$ cat config.mk
export PLATFORM = sky130hd
export DESIGN_NAME = mem_stage_unit
export DESIGN_NICKNAME = d
export VERILOG_FILES = /design/src/rtl/arm_pkg.sv /design/src/rtl/data_mem.sv /design/src/rtl/mem_stage_unit.sv
export SDC_FILE = /design/constraint.sdc
export NUM_CORES = 2
export LEC_CHECK = 0
export CORE_MARGIN = 2
export CORE_UTILIZATION = 40
export CTS_CLUSTER_SIZE = 20
export DETAILED_ROUTE_END_ITERATION = 16
export PLACE_DENSITY = 0.53
export SYNTH_ARGS = -nofsm -noshare
export SYNTH_HDL_FRONTEND = slang
export SYNTH_HIERARCHICAL = 1
export SYNTH_SLANG_ARGS = --single-unit
$ cat constraint.sdc
create_clock -name clk -period 7.4 [get_ports clk]
set_input_delay 1.85 -clock clk [delete_from_list [all_inputs] [get_ports clk]]
set_output_delay 1.85 -clock clk [all_outputs]
set_load 0.005 [all_outputs]
$ cat src/rtl/arm_pkg.sv
// Shared constants and types for the ARM pipeline slice.
package arm_pkg;

    localparam int unsigned WORD_W        = 32;
    localparam int unsigned REG_IDX_W     = 4;
    localparam int unsigned MEM_BASE_ADDR = 1024;

    typedef enum logic {
        IDLE,
        BUSY
    } state_t;

endpackage

$ cat src/rtl/data_mem.sv
// Word-addressed data memory: synchronous write, asynchronous read, no reset.
module data_mem
    import arm_pkg::*;
#(
    parameter int unsigned DEPTH = 64,
    parameter int unsigned AW    = 6
) (
    input  logic              clk,
    input  logic              we,
    input  logic [AW-1:0]     addr,
    input  logic [WORD_W-1:0] wdata,
    output logic [WORD_W-1:0] rdata
);

    logic [WORD_W-1:0] mem [DEPTH];

    always_ff @(posedge clk) begin
        if (we) begin
            mem[addr] <= wdata;
        end
    end

    assign rdata = mem[addr];

endmodule

$ cat src/rtl/mem_stage_unit.sv
// MEM pipeline stage: load/store with wait states, upstream freeze, MEM/WB register.
// Optional macro ADDR_CHECK_EN flags misaligned or out-of-range accesses.
module mem_stage_unit
    import arm_pkg::*;
#(
    parameter int unsigned DEPTH       = 64,
    parameter int unsigned BASE_ADDR   = MEM_BASE_ADDR,
    parameter int unsigned WAIT_CYCLES = 2
) (
    input  logic                 clk,
    input  logic                 rst,
    input  logic                 WB_en_in,
    input  logic                 MEM_r_en_in,
    input  logic                 MEM_w_en_in,
    input  logic [REG_IDX_W-1:0] dest_in,
    input  logic [WORD_W-1:0]    alu_res_in,
    input  logic [WORD_W-1:0]    val_rm_in,
    output logic                 freeze,
    output logic                 WB_en_out,
    output logic                 MEM_r_en_out,
    output logic [REG_IDX_W-1:0] dest_out,
    output logic [WORD_W-1:0]    alu_res_out,
    output logic [WORD_W-1:0]    mem_data_out,
    output logic                 mem_err_out
);

    localparam int unsigned    AW       = (DEPTH > 1) ? $clog2(DEPTH) : 1;
    localparam logic [3:0]     LAST_CNT = (WAIT_CYCLES > 0) ? 4'(WAIT_CYCLES - 1) : 4'd0;
    localparam logic [WORD_W-1:0] BASE  = WORD_W'(BASE_ADDR);

    state_t            state;
    logic [3:0]        cnt;
    logic              mem_req;
    logic              complete;
    logic              addr_err;
    logic              mem_we;
    logic [AW-1:0]     word_idx;
    logic [WORD_W-1:0] rdata;

    assign mem_req  = MEM_r_en_in | MEM_w_en_in;
    assign word_idx = AW'((alu_res_in - BASE) >> 2);

`ifdef ADDR_CHECK_EN
    logic [WORD_W-1:0] offset;
    assign offset   = alu_res_in - BASE;
    assign addr_err = mem_req && ((alu_res_in < BASE) || ((offset >> 2) >= WORD_W'(DEPTH)) ||
                                  (alu_res_in[1:0] != 2'b00));
`else
    assign addr_err = 1'b0;
`endif

    // The access completes on the edge where freeze drops; inputs are only sampled then.
    always_comb begin
        complete = 1'b1;
        if (state == BUSY) begin
            complete = (cnt == LAST_CNT);
        end else begin
            complete = !mem_req || (WAIT_CYCLES == 0);
        end
    end

    assign freeze = !complete && !rst;
    // Both enables high is a load; reset drops an in-flight store.
    assign mem_we = complete && MEM_w_en_in && !MEM_r_en_in && !addr_err && !rst;

    data_mem #(
        .DEPTH(DEPTH),
        .AW   (AW)
    ) u_data_mem (
        .clk  (clk),
        .we   (mem_we),
        .addr (word_idx),
        .wdata(val_rm_in),
        .rdata(rdata)
    );

    always_ff @(posedge clk) begin
        if (rst) begin
            state        <= IDLE;
            cnt          <= 4'd0;
            WB_en_out    <= 1'b0;
            MEM_r_en_out <= 1'b0;
            dest_out     <= '0;
            alu_res_out  <= '0;
            mem_data_out <= '0;
            mem_err_out  <= 1'b0;
        end else if (!complete) begin
            state        <= BUSY;
            cnt          <= (state == BUSY) ? cnt + 4'd1 : 4'd0;
            WB_en_out    <= 1'b0;
            MEM_r_en_out <= 1'b0;
            mem_err_out  <= 1'b0;
        end else begin
            state        <= IDLE;
            cnt          <= 4'd0;
            WB_en_out    <= WB_en_in;
            MEM_r_en_out <= MEM_r_en_in;
            dest_out     <= dest_in;
            alu_res_out  <= alu_res_in;
            mem_err_out  <= addr_err;
            if (addr_err) begin
                mem_data_out <= '0;
            end else if (MEM_r_en_in) begin
                mem_data_out <= rdata;
            end
        end
    end

endmodule

==> summary.md <==
| Metric | Value |
|---|---|
| Final hold vios | 0 |
| Violated checks | max-capacitance violations, max-slew violations |
| Synth Area in Simple Gates | 3.48% |
| Arrival @ worst endpoint | 3970 ps |
| Buf+Inv Stages, Crit Path | 3 |
| Max-slew violations | 3 |
| Top-area cell type share of the netlist area | 75.6% |
| Vias per inst | 6.01 |
| Worst Tran Pin Value | 1490 ps |
| Multiplexer area fraction after synthesis | 8.72% |
| Post-Synth Adder-Cell Area | 0.0308% |
| Worst Skew | 28.3 ps |
| H-tree lvl count | 4 |
| Top Usage Layer GRT | met2 |
| Crit. End Element | output pin |
| DRT iter0 DRCs | 5932 |
| Critical Path RT | 5550 ps |
| R2r endpoint | u_data_mem/mem[16][7] |
| First-pass GRT wire length | 353 mm |
| Pre-CTS setup slack | 1440 ps |
| Crit-path slowest cell | buf_4 |
| Die H | 455 um |
| Fin util | 46.3% |
| FF-to-FF setup slack | 3710 ps |
| DRC viols | 0 |
| Detailed Routing Iterations Pass 1 | 6 |
| Layout cell share with drive strength beyond 1 | 17.8% |
| Final setup vio count | 0 |
| Hold path startpoint | dest_out[3] |
| Syn nets | 4608 |
| R2R cell count | 8 |
| M2 GR Usage | 36.2% |
| Row count | 165 |
| Clock transition at the registers of the reported paths | 60 ps |
| Post-CTS Setup Inserts | 0 |
| Outcome | finished, violations left |
| Ratio of final minimum period to clock period | 78.6% |
| CP Launch Type | input pin |
| Die Footprint | 0.207 mm2 |
| Crit-path most repeated cell | clkdlybuf4s50_1 |
| Min-Delay Endpoint | dest_out[3] |
| HP Class | reg -> reg |
| Seq cells post-synth | 2123 |
| GR met1 Demand/Resource | 34.6% |
| DR vias | 46.1k |
| # hold bufs at CTS | 0 |
| TritonCTS clock tree | done |
| Final net count | 4859 |
| Drt wl/cell | 33.1 um |
| Post-detail-place hpwl | 146 mm |
| Final WL | 254 mm |
| Initial Util | 40.2% |
| Post-route setup TNS | 0 ps |
| PostCTS Resize Cnt | 0 |
| Vias in the first global route | 43.9k |
| Max_cap viols | 2 |
| Mapped cell area | 0.0813 mm2 |
| Clock latency on the worst-skew pair | 860 ps |
| Synth cell types | 62 |
| CTS Sinks | 2123 |
| Syn Inst Count | 4533 |
| Relative slew slack | -1.89% |
| Largest net degree at the start of global routing | 119 |
| Post-synth EDFFs | 2048 |
| CTS root buf | clkbuf_16 |
| Worst reg2reg startpoint | cnt[0] |
| Register area share after synthesis | 77.5% |
| CTS max path bufs | 3 |
| Kind of critical path | in -> out |
| GP Congestion | 0.900 |
| Hold path depth | 2 |
| Synth area leaders | edfxtp_1 76%, mux2i_1 4.0%, mux4_2 2.7% |
| Synth Flop Type | edfxtp_1 |
| Syn_area_per_cell | 17.9 um2 |
| P&R area growth vs syn | 15.1% |
| Synth Area in Compound Gates | 8.42% |
| Yosys Warn Count | 6 |
| Met3 usage | 5.13% |
| CP max stage delay | 560 ps |
| Synth area leader | edfxtp_1 |
| CTS Buf Count | 213 |
| Post-synthesis xor/xnor area fraction | 0.0215% |
| Post-synth ARST share | 0% |
| Final worst setup slack | 1580 ps |
| Die Wd | 455 um |
| Antenna-violating nets left | 0 |
| Antenna violations before repair | 35 |
| Largest delay share family, worst path | buffers and inverters |
| Io pins | 145 |
| CP Max Fanout | 39 |
| GRT Overall Usage | 24.2% |
| RSZ-0062 raised after global routing | false |
| Largest family of logic cells by synthesized area | multiplexers |
| Pwr/cell area | 265 mW/mm2 |
| Crit path cell chain | clkdlybuf4s50_1 -> nor3_1 -> a31oi_4 -> buf_4 -> and2_1 -> clkdlybuf4s50_1 |
| Pleak | 0.0301 uW |
| Clock period minus worst slack | 5820 ps |
| Core area | 0.202 mm2 |
| Fmax | 0.172 GHz |
| GRT overflow | 0 |
| I/O Buffers | 143 |
| Worst vdd ir | 219 uV |
==> Yosys cell counts, types with 24 or more instances <==
cell type / count
a21oi_1: 121
a221oi_1: 175
a22o_1: 66
a22oi_1: 188
a31oi_1: 44
and3_1: 85
buf_1: 35
buf_2: 86
clkbuf_1: 179
dfxtp_1: 75
edfxtp_1: 2048
mux2_2: 147
mux2i_1: 327
mux4_2: 96
nand2_1: 165
nand3_1: 56
nor2_1: 150
nor3_1: 24
o21ai_0: 84
o22a_1: 70
o22ai_1: 93
==> worst register-to-register path: stages, from the launching register on <==
cell and delay (ps):
dfxtp_1 370, ha_1 230, a31oi_4 100, nor4b_2 280
buf_4 260, nor2b_1 280, nand2_1 740, nor2_4 850
buf_12 260
==> placed cells by master, fill, tap and decap left out, types with 21 or more instances in the layout <==
cell / synthesis / routed
edfxtp_1: 2048 / 2048
mux2i_1: 327 / 327
clkbuf_16: 0 / 213
buf_4: 12 / 188
a22oi_1: 188 / 188
a221oi_1: 175 / 175
nand2_1: 165 / 164
mux2_2: 147 / 147
a21oi_1: 121 / 121
clkdlybuf4s50_1: 0 / 108
mux4_2: 96 / 96
o22ai_1: 93 / 93
and3_1: 85 / 85
nor2_1: 150 / 81
o21ai_0: 84 / 77
dfxtp_1: 75 / 75
o22a_1: 70 / 70
nor2_4: 0 / 67
a22o_1: 66 / 66
nand3_1: 56 / 55
clkbuf_1: 179 / 54
clkinv_1: 0 / 47
a31oi_1: 44 / 43
diode_2: 0 / 42
clkinv_2: 0 / 39
buf_2: 86 / 35
buf_12: 6 / 22
nor3_1: 24 / 21
==> area by class of cell <==
class | count | area, um2
clock buffers | 278 | 5680
inverters | 4 | 25.0
repair buffers | 357 | 3160
diodes | 42 | 105
multi-input cells | 2085 | 17500
flip-flops and latches | 2123 | 63000
fillers | 17225 | 109000
well taps | 2672 | 3340
clock inverters | 110 | 801
==> worst max path at each step <==
stage / slack [ps] / to / startpoint / cells after the start
CTS: 1550 / freeze / MEM_r_en_in / 6
floorplan: 2290 / u_data_mem/mem[12][0] / alu_res_in[4] / 8
global placement: 490 / mem_data_out[24] / alu_res_in[3] / 11
detailed placement: 1440 / mem_data_out[20] / alu_res_in[3] / 11
finish: 1580 / freeze / MEM_r_en_in / 6
global route: 1470 / freeze / MEM_r_en_in / 6
==> state kept, by name, indices dropped and copies added, names as in the netlist <==
register,cells
u_data_mem/mem,2048
state,1
dest_out,4
MEM_r_en_out,1
cnt,4
alu_res_out,32
WB_en_out,1
mem_data_out,32
==> cell families after synthesis <==
logic type,Yosys count
other cells,1
compound gates,934
simple gates,576
fa+ha+maj,2
mux,570
xor+xnor,2
buf+inv,325
flops,2123
==> per-stage QoR <==
| stage | hold WS [ps] | cells | total power, uW | area, um2 |
|---|---|---|---|---|
| 5_1_grt | 478 | 7666 | 25500 | 93600 |
| 3_3_place_gp | 446 | 7236 | 14900 | 86900 |
| 2_1_floorplan | 434 | 4533 | 14100 | 81300 |
| 4_1_cts | 460 | 7627 | 25000 | 93500 |
| 6_report | 457 | 7671 | 24800 | 93600 |
| 3_5_place_dp | 451 | 7239 | 14900 | 87000 |
==> where the power goes <==
| part | internal, uW | switching (uW) |
|---|---|---|
| registers | 13200 | 14.1 |
| clock network | 5580 | 4590 |
| logic | 418 | 1000 |
==> routing by layer <==
layer | wire, um | vias up
li1 | - | 19139
met1 | 107000 | 24215
met2 | 113000 | 2332
met3 | 23200 | 386
met4 | 10500 | 10
met5 | 57 | -
Note: power is estimated with default switching activity, not from simulation.
